## src/rtl/seqdet_pkg.sv

```systemverilog
// Shared types, limits and width helpers for the parametrised sequence detector.
package seqdet_pkg;

  typedef enum logic {FILL, RUN} state_t;

  localparam int PAT_W_MIN = 2;
  localparam int PAT_W_MAX = 32;
  localparam int CNT_W_MIN = 1;
  localparam int CNT_W_MAX = 32;

  // The fill count saturates at PAT_W, so it needs to hold 0..PAT_W inclusive.
  function automatic int fill_width(input int pat_w);
    return $clog2(pat_w + 1);
  endfunction

endpackage

```

## src/rtl/seq_detector_param_if.sv

```systemverilog
// Serial data, pattern control and result bus of the sequence detector.
// pat_mask_in exists only when SEQDET_MASK_EN is defined.
interface seq_detector_param_if #(
  parameter int PAT_W = 6,
  parameter int CNT_W = 8
);

  logic             w;
  logic             w_valid;
  logic             overlap;
  logic             pat_load;
  logic [PAT_W-1:0] pat_in;
`ifdef SEQDET_MASK_EN
  logic [PAT_W-1:0] pat_mask_in;
`endif
  logic             cnt_clr;
  logic             z;
  logic             filled;
  logic [CNT_W-1:0] match_cnt;

  modport master (
    output w, w_valid, overlap, pat_load, pat_in, cnt_clr,
`ifdef SEQDET_MASK_EN
    output pat_mask_in,
`endif
    input  z, filled, match_cnt
  );

  modport slave (
    input  w, w_valid, overlap, pat_load, pat_in, cnt_clr,
`ifdef SEQDET_MASK_EN
    input  pat_mask_in,
`endif
    output z, filled, match_cnt
  );

endinterface

```

## src/rtl/seqdet_match_counter.sv

```systemverilog
// Saturating match counter; a clear wins over an increment but still counts a
// coincident match, so clear plus match leaves the counter at one.
module seqdet_match_counter #(
  parameter int CNT_W = 8
) (
  input  logic             clk,
  input  logic             reset,
  input  logic             clr,
  input  logic             inc,
  output logic [CNT_W-1:0] cnt
);

  localparam logic [CNT_W-1:0] CNT_MAX = '1;

  always_ff @(posedge clk) begin
    if (reset) begin
      cnt <= '0;
    end else if (clr) begin
      cnt <= inc ? CNT_W'(1) : '0;
    end else if (inc && (cnt != CNT_MAX)) begin
      cnt <= cnt + CNT_W'(1);
    end
  end

endmodule

```

## src/rtl/seq_detector_param.sv

```systemverilog
// Run-time programmable PAT_W-bit serial pattern detector with overlap control
// and a saturating match counter. Define SEQDET_MASK_EN for per-bit don't-care masks.
module seq_detector_param
  import seqdet_pkg::*;
#(
  parameter int               PAT_W     = 6,
  parameter int               CNT_W     = 8,
  parameter logic [PAT_W-1:0] RESET_PAT = PAT_W'(6'b110101)
) (
  input logic                clk,
  input logic                reset,
  seq_detector_param_if.slave bus
);

  localparam int               FILL_W    = fill_width(PAT_W);
  localparam logic [FILL_W-1:0] FILL_LAST = FILL_W'(PAT_W - 1);

  if (PAT_W < PAT_W_MIN || PAT_W > PAT_W_MAX ||
      CNT_W < CNT_W_MIN || CNT_W > CNT_W_MAX) begin : g_bad_params
    $error("seq_detector_param: PAT_W or CNT_W outside the legal range");
  end

  state_t            state;
  state_t            state_next;
  logic [FILL_W-1:0] fill;
  logic [FILL_W-1:0] fill_next;
  logic [PAT_W-1:0]  hist;
  logic [PAT_W-1:0]  hist_next;
  logic [PAT_W-1:0]  pattern;
  logic [PAT_W-1:0]  win;
  logic              consume;
  logic              complete;
  logic              hit;
  logic              match;
  logic              z_q;
  logic              z_next;
  logic              filled_q;
  logic              filled_next;

  // A bit presented together with pat_load is dropped rather than consumed.
  assign consume  = bus.w_valid && !bus.pat_load;
  assign win      = (hist << 1) | PAT_W'(bus.w);
  assign complete = (state == RUN) || (fill == FILL_LAST);

`ifdef SEQDET_MASK_EN
  logic [PAT_W-1:0] mask;

  always_ff @(posedge clk) begin
    if (reset) begin
      pattern <= RESET_PAT;
      mask    <= '1;
    end else if (bus.pat_load) begin
      pattern <= bus.pat_in;
      mask    <= bus.pat_mask_in;
    end
  end

  assign hit = ((win ^ pattern) & mask) == '0;
`else
  always_ff @(posedge clk) begin
    if (reset) begin
      pattern <= RESET_PAT;
    end else if (bus.pat_load) begin
      pattern <= bus.pat_in;
    end
  end

  assign hit = (win == pattern);
`endif

  always_ff @(posedge clk) begin
    if (reset) begin
      state    <= FILL;
      fill     <= '0;
      hist     <= '0;
      z_q      <= 1'b0;
      filled_q <= 1'b0;
    end else begin
      state    <= state_next;
      fill     <= fill_next;
      hist     <= hist_next;
      z_q      <= z_next;
      filled_q <= filled_next;
    end
  end

  // A non-overlapping match restarts the fill; the history keeps shifting but
  // is not compared again until PAT_W fresh bits have arrived.
  always_comb begin
    state_next = state;
    fill_next  = fill;
    hist_next  = hist;
    if (bus.pat_load) begin
      state_next = FILL;
      fill_next  = '0;
      hist_next  = '0;
    end else if (consume) begin
      hist_next = win;
      if (match && !bus.overlap) begin
        state_next = FILL;
        fill_next  = '0;
      end else if (state == FILL) begin
        fill_next = fill + FILL_W'(1);
        if (fill == FILL_LAST) begin
          state_next = RUN;
        end
      end
    end
  end

  always_comb begin
    match       = consume && complete && hit;
    z_next      = match;
    filled_next = (state_next == RUN);
  end

  assign bus.z      = z_q;
  assign bus.filled = filled_q;

  seqdet_match_counter #(
    .CNT_W(CNT_W)
  ) u_match_counter (
    .clk  (clk),
    .reset(reset),
    .clr  (bus.cnt_clr),
    .inc  (match),
    .cnt  (bus.match_cnt)
  );

endmodule

```

## src/flat_wrapper.sv

```systemverilog
// flat-port wrapper written by rule: the top's interface ports become plain ports
module seq_detector_param_flat import seqdet_pkg::*;
#(
  parameter int               PAT_W     = 6,
  parameter int               CNT_W     = 8,
  parameter logic [PAT_W-1:0] RESET_PAT = PAT_W'(6'b110101)
)
  (clk, reset, bus_w, bus_w_valid, bus_overlap, bus_pat_load, bus_pat_in, bus_cnt_clr, bus_z, bus_filled, bus_match_cnt);
  seq_detector_param_if #(.PAT_W(PAT_W), .CNT_W(CNT_W)) bus_i ();
  input logic clk;
  input logic reset;
  input wire logic [$bits(bus_i.w)-1:0] bus_w;
  input wire logic [$bits(bus_i.w_valid)-1:0] bus_w_valid;
  input wire logic [$bits(bus_i.overlap)-1:0] bus_overlap;
  input wire logic [$bits(bus_i.pat_load)-1:0] bus_pat_load;
  input wire logic [$bits(bus_i.pat_in)-1:0] bus_pat_in;
  input wire logic [$bits(bus_i.cnt_clr)-1:0] bus_cnt_clr;
  output wire logic [$bits(bus_i.z)-1:0] bus_z;
  output wire logic [$bits(bus_i.filled)-1:0] bus_filled;
  output wire logic [$bits(bus_i.match_cnt)-1:0] bus_match_cnt;
  assign bus_i.w = bus_w;
  assign bus_i.w_valid = bus_w_valid;
  assign bus_i.overlap = bus_overlap;
  assign bus_i.pat_load = bus_pat_load;
  assign bus_i.pat_in = bus_pat_in;
  assign bus_i.cnt_clr = bus_cnt_clr;
  assign bus_z = bus_i.z;
  assign bus_filled = bus_i.filled;
  assign bus_match_cnt = bus_i.match_cnt;
  seq_detector_param #(.PAT_W(PAT_W), .CNT_W(CNT_W), .RESET_PAT(RESET_PAT)) u_core (.clk(clk), .reset(reset), .bus(bus_i));
endmodule
```

## config.mk

```make
export PLATFORM = sky130hd
export DESIGN_NAME = seq_detector_param_flat
export DESIGN_NICKNAME = d
export VERILOG_FILES = /design/src/rtl/seqdet_pkg.sv /design/src/rtl/seq_detector_param_if.sv /design/src/rtl/seqdet_match_counter.sv /design/src/rtl/seq_detector_param.sv /design/src/flat_wrapper.sv
export SDC_FILE = /design/constraint.sdc
export NUM_CORES = 1
export LEC_CHECK = 0
export BUFFER_PORTS_ARGS = -buffer_cell sky130_fd_sc_hd__buf_4
export CAP_MARGIN = 20
export CORE_ASPECT_RATIO = 0.75
export CORE_MARGIN = 2
export CORE_UTILIZATION = 45
export DETAILED_ROUTE_END_ITERATION = 8
export PLACE_DENSITY = 0.7
export SYNTH_ARGS = -nofsm -noshare
export SYNTH_HDL_FRONTEND = slang
export SYNTH_SLANG_ARGS = --single-unit
```

## constraint.sdc

```tcl
create_clock -name clk -period 1.75 [get_ports clk]
set_input_delay 0.0875 -clock clk [delete_from_list [all_inputs] [get_ports clk]]
set_output_delay 0.0875 -clock clk [all_outputs]
set_load 0.05 [all_outputs]
```

==> reports/results.ini <==
[timing]
worst_pin_slew_ns=0.281
grt_setup_unrepaired=yes
hold_viol=0
setup_ws_ns=0.00145
post-route-period-util_pct=99.9
fin_crit_ns=1.75
max-slew-margin-rel_pct=81.1
fmax_mhz=572
tns_ns=0
setup_viol=0
fin_worst_skew_ns=0.00878
slew_viol_final=0

[critical_path]
critical_path_class=flip-flop to flip-flop
timing.rr.start=u_core.fill[1]
crit_end=u_core.u_match_counter.cnt[5]
ff2ff_setup_slack_ns=0.001
crit_required_ns=2.02
path_max_fanout=7
startpoint=u_core.fill[1]
rr_worst_depth=7
endpoint_kind=flip-flop
arrival_ns=2.02
reg2reg_to=u_core.u_match_counter.cnt[5]
startpoint_type=flip-flop

[floorplanning]
dieWidth_um=62.6
initial_utilization_pct=49.0
row_count=15
die_area_mm2=0.00300
core_mm2=0.00236
io_pins=23
die_y_um=48.0

[drt]
wl_per_cell_um=12.3
wl_um=2340
viasPerCell=5.11
num_vias=971
drtAntennaViolNets=0
drc=0
first_pass_iters=4
dr.first_iter.drc_count=38

[logic_synthesis]
yosys.cell_count.top_type=dfxtp_1
synth_edf_count=0
syn_nets=137
ys_seq_area_share_pct=41.4
synthTopCellsByCount=24 x dfxtp_1, 14 x nor2_1, 10 x a21oi_1
async_flop_share_pct=0
synth_top_area_cell=dfxtp_1
yosys_warnings=0
synthDistinctLibCells=33
synth_area_per_cell_um2=9.59
synthesis.area_mm2=0.00116
synthTopCellsByArea=dfxtp_1 41%, mux2i_1 6.9%, xor2_1 5.3%
syn_inst=121
synthFlopType=dfxtp_1
ys_seq_elements=24
netlist.area_leader.share_pct=41.4

[placement]
place_area_mm2=0.00141
gp_congestion=0.771
placed_cells=177
hpwl_um=1680
portBuffers=22
pre_cts_ws_ns=-0.00943

[pwr]
p_leak_nw=0.642
total_power_mw=0.968
p_int_mw=0.741
swShare_pct=23.4
power_switching_mw=0.227
pwr_density_cell_mw_per_mm2=626
peakVddDrop_mv=0.474
pwr-share-seq_pct=58.3
pwr-share-clk_pct=30.9
p_comb_share_pct=10.9

[worst_hold_path]
hold_depth=3
hold_path.class=input pin to flip-flop

[clocking]
clockBufferDepth=2
cts.clk_slew.worst_paths_ns=0.14
cts_tree=built
cts-root-buf=clkbuf_4
cts_inserted_buffers=3
cts.sinks=24
htreeDepth=1
clkLatencyLatePin_ns=0.32

[run_status]
status=complete, no violations

[cells_and_area]
num_antenna_cells=0
layout.nets=173
regArea_um2=492
final_cells=190
multi_input_area_um2=677
final_area_mm2=0.00155
nFillCells=194
drive_above_1_share_pct=34.6
area_growth_pct=33.3

[global_routing]
grt_overflow_total=0
antenna_found_initial=0
grt_pass1_vias=886
grtUsageTotal_pct=16.6
grt_max_degree=14
grt_pass1_wl_um=3810

[flow_run]
cap_viol_max_count=0

placed cells by master, fill, tap and decap left out, types with 2 or more instances in the layout:
| master | n |
|---|---|
| o31ai_1 | 2 |
| dfxtp_4 | 2 |
| nor3_1 | 3 |
| nor4_4 | 2 |
| nand3b_1 | 2 |
| ha_1 | 2 |
| xor2_1 | 7 |
| dfxtp_2 | 3 |
| mux2i_1 | 8 |
| nor2_1 | 14 |
| clkbuf_4 | 3 |
| a211o_1 | 4 |
| buf_4 | 30 |
| or2_2 | 3 |
| nor2b_1 | 5 |
| o21ai_0 | 3 |
| dlygate4sd3_1 | 7 |
| nand2_1 | 2 |
| dfxtp_1 | 19 |
| nand4_1 | 2 |
| nand3_1 | 5 |
| a21oi_1 | 8 |
sequential cells by signal, summed over array words and instances (netlist names):
signal                      flops
u_core.u_match_counter.cnt      8
u_core.state                    1
u_core.fill                     3
u_core.pattern                  6
u_core.bus.z                    1
u_core.hist                     5
worst max-delay path: stages, from the launching register on:
cell and delay (ns):
dfxtp_2 0.35, inv_2 0.05, ha_4 0.12, a21oi_4 0.05
nor4_4 0.34, nand3_4 0.15, or4_1 0.49, a21oi_1 0.13
power by group through the flow:
stage / Combinational (mW) / Clock (mW) / Sequential (mW)
after floorplan: 0.0633 / 0 / 0.575
after global placement: 0.0892 / 0 / 0.576
after detailed placement: 0.0915 / 0 / 0.576
after CTS: 0.105 / 0.308 / 0.564
after global routing: 0.115 / 0.329 / 0.566
final: 0.105 / 0.299 / 0.564
cell families (layout without fill, tap and decap cells):
| kind of cell | after synthesis | count (layout) | share of synthesized area, % |
|---|---|---|---|
| AO/OA/AOI/OAI | 23 | 23 | 12.7 |
| XOR/XNOR | 7 | 7 | 5.29 |
| flip-flops | 24 | 24 | 41.4 |
| AND/OR/NAND/NOR | 49 | 49 | 26.9 |
| buffers and inverters | 7 | 42 | 3.56 |
| adder cells (fa/ha/maj) | 3 | 3 | 3.24 |
| multiplexers | 8 | 8 | 6.90 |
cell type report:
class / instances / share of cell area (%)
sequential: 24 / 31.8
timing repair buffer: 37 / 19.1
inverter: 1 / 0.243
tap: 34 / 2.75
multi-input combinational: 90 / 43.8
clock buffer: 4 / 2.35
metrics by stage:
step           util [%]  hold WS (ns)
2_1_floorplan         -         0.205
3_3_place_gp       59.6         0.289
3_5_place_dp       59.6         0.298
4_1_cts            64.8        0.0219
5_1_grt            65.4        0.0218
6_report           65.4        0.0294
worst min-delay path by stage:
stage,from,to,slack (ns)
after global placement,bus_pat_in[5],u_core.pattern[5],0.29
after detailed placement,bus_pat_in[2],u_core.pattern[2],0.30
final,bus_w,u_core.hist[0],0.03
after floorplan,bus_pat_in[5],u_core.pattern[5],0.21
after global routing,bus_w,u_core.hist[0],0.02
after CTS,bus_w,u_core.hist[0],0.02
per-layer routing:
metal,vias up,global-route usage [%],share of wire (%)
met5,-,0,0
met4,0,7.11,0.34
met3,2,4.71,4.8
met2,23,28.8,46
met1,447,20.1,49
li1,499,-,-
what timing repair did:
item,in CTS,in global routing
endpoints found under the hold margin,8,0
pin swaps,5,3
gates cloned,0,0
setup buffers,2,0
endpoints found under the setup margin,3,4
resized for setup,0,4
hold buffers,7,0
Note: power is estimated with default switching activity, not from simulation.
